===== src/rtl/sipo_deserializer.sv =====
// Serial-in / parallel-out deserializer with optional parity bit, a single-word
// holding register with valid/ready handoff, and a sticky overrun flag.
module sipo_deserializer #(
    parameter int WIDTH     = 8,
    parameter int LSB_FIRST = 1,
    parameter int PARITY    = 0,
    localparam int CW       = $clog2(WIDTH + 2)
) (
    input  logic             clk,
    input  logic             rst_n,
    input  logic             bit_in,
    input  logic             bit_valid,
    input  logic             frame_clr,
    output logic [WIDTH-1:0] word_out,
    output logic             word_valid,
    input  logic             word_ready,
    output logic             parity_err,
    output logic             overrun,
    input  logic             overrun_clr,
    output logic [CW-1:0]    bit_count
);

    localparam int N = (PARITY == 0) ? WIDTH : WIDTH + 1;

    logic [WIDTH-1:0] shift_reg;
    logic [WIDTH-1:0] shift_next;
    logic [CW-1:0]    count_reg;
    logic [WIDTH-1:0] word_reg;
    logic             valid_reg;
    logic             perr_reg;
    logic             overrun_reg;

    logic             data_phase;
    logic             last_bit;
    logic             complete;
    logic             hold_free;
    logic [WIDTH-1:0] frame_word;
    logic             frame_perr;

    // Shift direction decides which end the newest bit enters.
    genvar gi;
    generate
        for (gi = 0; gi < WIDTH; gi++) begin : g_shift
            if (LSB_FIRST != 0) begin : g_lsb
                if (gi == WIDTH - 1) begin : g_top
                    assign shift_next[gi] = bit_in;
                end else begin : g_mid
                    assign shift_next[gi] = shift_reg[gi+1];
                end
            end else begin : g_msb
                if (gi == 0) begin : g_bot
                    assign shift_next[gi] = bit_in;
                end else begin : g_mid
                    assign shift_next[gi] = shift_reg[gi-1];
                end
            end
        end
    endgenerate

    assign data_phase = (count_reg < CW'(WIDTH));
    assign last_bit   = (count_reg == CW'(N - 1));
    assign complete   = bit_valid && !frame_clr && last_bit;
    assign hold_free  = !valid_reg || word_ready;

    // Without parity the completing bit is still data, so take the shifted value;
    // with parity the data is already complete and bit_in is the parity bit.
    generate
        if (PARITY == 0) begin : g_nopar
            assign frame_word = shift_next;
            assign frame_perr = 1'b0;
        end else begin : g_par
            assign frame_word = shift_reg;
            assign frame_perr = (^shift_reg) ^ bit_in ^ (PARITY == 2);
        end
    endgenerate

    always_ff @(posedge clk) begin
        if (!rst_n) begin
            shift_reg   <= '0;
            count_reg   <= '0;
            word_reg    <= '0;
            valid_reg   <= 1'b0;
            perr_reg    <= 1'b0;
            overrun_reg <= 1'b0;
        end else begin
            if (frame_clr) begin
                shift_reg <= '0;
                count_reg <= '0;
            end else if (bit_valid) begin
                if (last_bit) begin
                    shift_reg <= '0;
                    count_reg <= '0;
                end else begin
                    count_reg <= count_reg + CW'(1);
                    if (data_phase) begin
                        shift_reg <= shift_next;
                    end
                end
            end

            if (complete && hold_free) begin
                word_reg  <= frame_word;
                perr_reg  <= frame_perr;
                valid_reg <= 1'b1;
            end else if (valid_reg && word_ready) begin
                valid_reg <= 1'b0;
            end

            // A dropped frame wins over a coincident clear.
            if (complete && !hold_free) begin
                overrun_reg <= 1'b1;
            end else if (overrun_clr) begin
                overrun_reg <= 1'b0;
            end
        end
    end

    assign word_out   = word_reg;
    assign word_valid = valid_reg;
    assign parity_err = perr_reg;
    assign overrun    = overrun_reg;
    assign bit_count  = count_reg;

endmodule


===== config.mk =====
export PLATFORM = sky130hd
export DESIGN_NAME = sipo_deserializer
export DESIGN_NICKNAME = d
export VERILOG_FILES = /design/src/rtl/sipo_deserializer.sv
export SDC_FILE = /design/constraint.sdc
export NUM_CORES = 1
export LEC_CHECK = 0
export ABC_AREA = 0
export CAP_MARGIN = 20
export CORE_UTILIZATION = 45
export DETAILED_ROUTE_END_ITERATION = 7
export PLACE_DENSITY = 0.74
export SYNTH_ARGS = -nofsm -noshare
export SYNTH_HDL_FRONTEND = slang
export SYNTH_SLANG_ARGS = --single-unit
export TNS_END_PERCENT = 100

===== constraint.sdc =====
create_clock -name clk -period 1.9 [get_ports clk]
set_input_delay 0.38 -clock clk [delete_from_list [all_inputs] [get_ports clk]]
set_output_delay 0.38 -clock clk [all_outputs]
set_load 0.02 [all_outputs]

==> results.md, run 1 <==
- Worst EP arrival: between 1000 and 1500 ps
- Initial core utilization: 0.4879
- Critical Path Start: bit_count[2]
- Placed cell area: ~1100 sq um
- Post-layout worst setup margin: 158.1 ps
- Max cap viols: 0
- CTS max path bufs: 2
- Top cells by area, synth: dfxtp_1 (49%), nand2_1 (11%), mux2i_1 (10%)
- Synth Register Bits: 21
- Clk sinks: 21
- RSZ-0062 raised after global routing: false
- Worst setup endpoint: bit_count[2]
- Row count: 15
- Gate family responsible for the most delay along the worst path: buffers and inverters
- Core region area: 1764 sq um
- DIE HEIGHT: 45.74 microns
- Initial antenna violation count: 0
- Crit-path max FO: 4
- Synth cell types: 22
- Cell Chain, Critical Path: clkdlybuf4s50_1
- Overflow after GRT: 0
- CTS H-tree depth: 1
- DRC errors left: 0
- Synthesized instance count: 97
- Status: completed
- R2R Setup Slk: 480 ps
- VDD IR max: about 0.44 mV
- Final GP Congestion: between 0.7 and 0.8
- Fin area: around 1100 sq um
- Dpl ws: 178.0 ps
- Max reg flops: 8
- Via density: 5.096
- Combined buffer and inverter count along the critical path: 1
- Cell taking the most area after synthesis: dfxtp_1
- Count of flip-flops with a built-in enable after synthesis: 0
- Reg-to-reg critical path endpoint: word_out[3]
- DR vias: 744
- Startpoint types: register
- CP peak stage delay: 630 ps
- Worst Hold Class: reg2reg
- Final antenna-violating net count: 0
- Nets@finish: 130
- Setup Total Neg Slack: 0 ps
- Final hold vios: 0
- Reg2Reg Depth: 5
- LEAKAGE: 0.3828 nW
- Largest net degree at the start of global routing: 17
- IO buf count: 20
- Fin Clk Skew: 7.391 ps
- Top-Level Pins: 22
- Num CTS Buffers: 3
- First-pass GRT wire length: approximately 2700 microns
- Total Wirelength: 1665 microns
- CTS Root Cell: clkbuf_4
- Hold Buf Count CTS: 0
- DRT iter0 DRCs: 28
- Post-synth ARST share: 0
- Final setup viols: 0
- Post-cts resize count: 0
- Vias in the first global route: between 600 and 700
- Period Utilization, post-route: 0.9168
- Synth top cells by count: nand2_1 (26), dfxtp_1 (21), a21oi_1 (9), mux2i_1 (9), nand3_1 (7)
- Postcts setup bufs: 0
- Required time of the critical path: 1520 ps
- Post-synthesis cell area: 860.8 sq um
- GRT Util Overall: 0.1823
- Routed len/inst: 11.40 microns
- Total power: 0.7079 mW
- Die X: 45.74 microns
- Critical path depth: 1
- Core Util, Final: 0.6411
- Ant. Diodes: 0
- Top cell type's share of synthesized area: 0.4884
- Crit Path Class: reg2out
- Synthesized area per cell: 8.874 sq um
- Ys Warns: 0
- Crit end category: primary output
- Post-synth top flop: dfxtp_1
- Share of cells above drive strength 1: 0.09917
- Reg2reg start: bit_count[0]
- Fill cells: roughly 170
- Die footprint: 2092 sq um
- Post-DP HPWL: between 1000 and 1500 microns
- Clock latency on the worst-skew pair: 300 ps
- PD cells: 625.9 nW/um^2
- Mapped Nets: 105
- DR pass1 iterations: 4
- Worst-path clk slew: 120 ps
- Most common cell in the netlist: nand2_1
- Highest Clock Rate: around 570 MHz
- Tmin final: around 1700 ps
- Crit path max-delay cell type: clkdlybuf4s50_1
- Syn-to-layout area delta: 31.39%
- CTS tree: yes
- Post-synthesis sequential area ratio: 0.4884
- Slew Viols, Final: 0
worst register-to-register path, stage by stage (launching register included):
cell	delay [ps]
dfxtp_1	420
ha_1	210
nand2_1	110
nor4_4	210
buf_4	220
mux2i_1	200
cell usage in the layout (no fill, tap or decap), drive strengths merged:
cell and n:
o21ai 1, nand4 1, clkbuf 3, xor2 1
a21oi 9, clkdlybuf4s50 20, and3b 1, a31o 1
dfxtp 21, nor4 1, clkinv 1, ha 1
or3 1, conb 1, nor2 2, nor3 1
o21a 1, nand3 7, nand2 26, buf 6
mux2i 9, nor2b 3, nand2b 3
area by class of cell:
cell class / count / area [sq um] / area share
Tap cell: 25 / 31.28 / 0.02765
Multi-Input combinational cell: 70 / 406.6 / 0.3595
Timing Repair Buffer: 26 / 245.2 / 0.2168
Clock inverter: 1 / 5.005 / 0.004425
Clock buffer: 3 / 22.52 / 0.01991
Sequential cell: 21 / 420.4 / 0.3717
where the power goes:
group	switching, mW	internal, mW
clock network	0.134	0.0784
logic	0.0268	0.0240
registers	0.00220	0.442
total	0.163	0.545
metal layers:
| metal | wire length, microns | part of all wire | GRT usage | up-vias |
|---|---|---|---|---|
| met3 | 87 | 0.052 | 0.02381 | 2 |
| met5 | 0 | 0 | 0 | - |
| met2 | 843 | 0.51 | 0.3086 | 19 |
| met1 | 721 | 0.43 | 0.2272 | 352 |
| met4 | 12 | 0.0072 | 0.08824 | 0 |
| li1 | - | - | - | 371 |
stage by stage:
step / hold WS [ps] / instances
floorplan: 432.1 / 97
global placement: 442.3 / 142
detailed placement: 455.2 / 142
CTS: 472.3 / 146
global route: 492.5 / 146
finish: 466.0 / 146
how the worst min path moves through the flow:
stage	start	cells after the start	end	slack, ps
floorplan	shift_reg[1]	2	shift_reg[1]	430
global placement	word_out[7]	2	word_out[7]	440
detailed placement	word_out[1]	2	word_out[1]	460
CTS	word_out[1]	2	word_out[1]	470
global route	word_out[1]	2	word_out[1]	490
finish	word_out[1]	2	word_out[1]	470
kinds of logic after synthesis:
logic type	count (synthesis)	synth area share
flip-flops	21	0.4884
multiplexers	9	0.1047
other	1	0.004356
AO/OA/AOI/OAI	12	0.07703
AND/OR/NAND/NOR	46	0.2616
buffers and inverters	6	0.03924
XOR/XNOR	1	0.01018
adder cells (fa/ha/maj)	1	0.01453
No activity file was read; power rests on OpenSTA's default activity.
==> inputs of run 2 (changes only) <==
Settings changed: REMOVE_ABC_BUFFERS from default to 1.
==> results.md, run 2 (synthesis gave the netlist of run 1 again) <==
- CTS max path bufs: 2
- Critical Path Start: bit_count[0]
- Non-Filler Instances: ~150
- Post-DP HPWL: 1213 microns
- CTS Root Cell: clkbuf_4
- DRT iter0 DRCs: 26
- Worst setup endpoint: bit_count[0]
- Cell Chain, Critical Path: clkdlybuf4s50_1
- Required time of the critical path: 1520 ps
- Num CTS Buffers: 3
- First-pass GRT wire length: between 2000 and 3000 microns
- CTS H-tree depth: 1
- Post-layout worst setup margin: approximately 150 ps
- Fin Clk Skew: 7.906 ps
- Clk sinks: 21
- Worst-path clk slew: 110 ps
- Register area: 420.4 sq um
- Worst Hold Class: reg2reg
- PD cells: around 620 nW/um^2
- Largest net degree at the start of global routing: 17
- Tmin final: 1748 ps
- Initial core utilization: 0.4879
- Max reg flops: 8
- Reg-to-reg critical path endpoint: word_out[4]
- DRC errors left: 0
- Post-cts resize count: 0
- Critical path depth: 1
- CTS tree: yes
- Setup Total Neg Slack: 0 ps
- Fin Hold WS: 464.9 ps
- Combined buffer and inverter count along the critical path: 1
- Share of cells above drive strength 1: 0.09917
- Dpl ws: 174.0 ps
- Crit-path max FO: 5
- Fill cells: 175
- Area of the multi-input gates: between 400 and 500 sq um
- DR vias: 713
- Startpoint types: register
- Final antenna-violating net count: 0
- DIE HEIGHT: 45.74 microns
- Reg2Reg Depth: 5
- Total Wirelength: 1627 microns
- Period Utilization, post-route: 0.9200
- Final setup viols: 0
- Crit path max-delay cell type: clkdlybuf4s50_1
- Highest Clock Rate: 572.1 MHz
- Worst EP arrival: 1370 ps
- Ant. Diodes: 0
- Most frequent cells in the layout: nand2_1 (26), dfxtp_1 (21), clkdlybuf4s50_1 (20), a21oi_1 (9), mux2i_1 (9)
- Status: completed
- Most common cell after layout, fill and taps aside: nand2_1
- Crit end category: primary output
- CP peak stage delay: 640 ps
- RSZ-0062 raised after global routing: false
- Final hold vios: 0
- DR pass1 iterations: 4
- Slew Viols, Final: 0
- Total power: approximately 0.71 mW
- Crit Path Class: reg2out
- GRT Util Overall: 0.1851
- Initial antenna violation count: 0
- Top-Level Pins: 22
- Die X: 45.74 microns
- Core Util, Final: 0.6482
- LEAKAGE: 0.3854 nW
- Final GP Congestion: 0.7718
- Fin area: 1144 sq um
- Hold Buf Count CTS: 0
- Via density: 4.884
- R2R Setup Slk: 430 ps
- Max cap viols: 0
- Postcts setup bufs: 0
- Routed len/inst: ~11 microns
- Overflow after GRT: 0
- Placed Cells: 142
- Vias in the first global route: 634
- Die footprint: 2092 sq um
- VDD IR max: 0.4165 mV
- Placed cell area: 1116 sq um
- Core region area: between 1500 and 2000 sq um
- Clock latency on the worst-skew pair: 310 ps
- Reg2reg start: bit_count[0]
- Syn-to-layout area delta: 32.85%
- Nets@finish: 130
- Row count: 15
- Gate family responsible for the most delay along the worst path: buffers and inverters
- IO buf count: 20
## run 2: cell counts in the layout (fill, tap and decap cells not counted)
No cell type changed its count.
## run 2: routing by layer
metal / up-vias / part of all wire / track usage
li1: 370 / - / -
met1: 321 / 0.47 / 0.2333
met2: 18 / 0.47 / 0.3029
met3: 4 / 0.049 / 0.04762
met4: 0 / 0.014 / 0.07059
met5: - / 0 / 0
## run 2: worst min-delay path by stage
stage | from | to | depth (start not counted)
5_1_grt | word_out[7] | word_out[7] | 2
4_1_cts | word_out[6] | word_out[6] | 2
2_1_floorplan | shift_reg[1] | shift_reg[1] | 2
6_report | word_out[6] | word_out[6] | 2
3_5_place_dp | word_out[0] | word_out[0] | 2
3_3_place_gp | word_out[0] | word_out[0] | 2
## run 2: layout make-up
class / count / area share
clock inverter: 1 / 0.004376
timing repair buffer: 26 / 0.2254
clock buffer: 3 / 0.01969
multi-input combinational: 70 / 0.3556
sequential: 21 / 0.3676
tap: 25 / 0.02735
## run 2: where the power goes
part / switching [mW] / internal, mW / leakage, nW
sequential: 0.00237 / 0.442 / 0.169
combinational: 0.0263 / 0.0240 / 0.198
clock: 0.140 / 0.0787 / 0.0177
total: 0.169 / 0.545 / 0.385
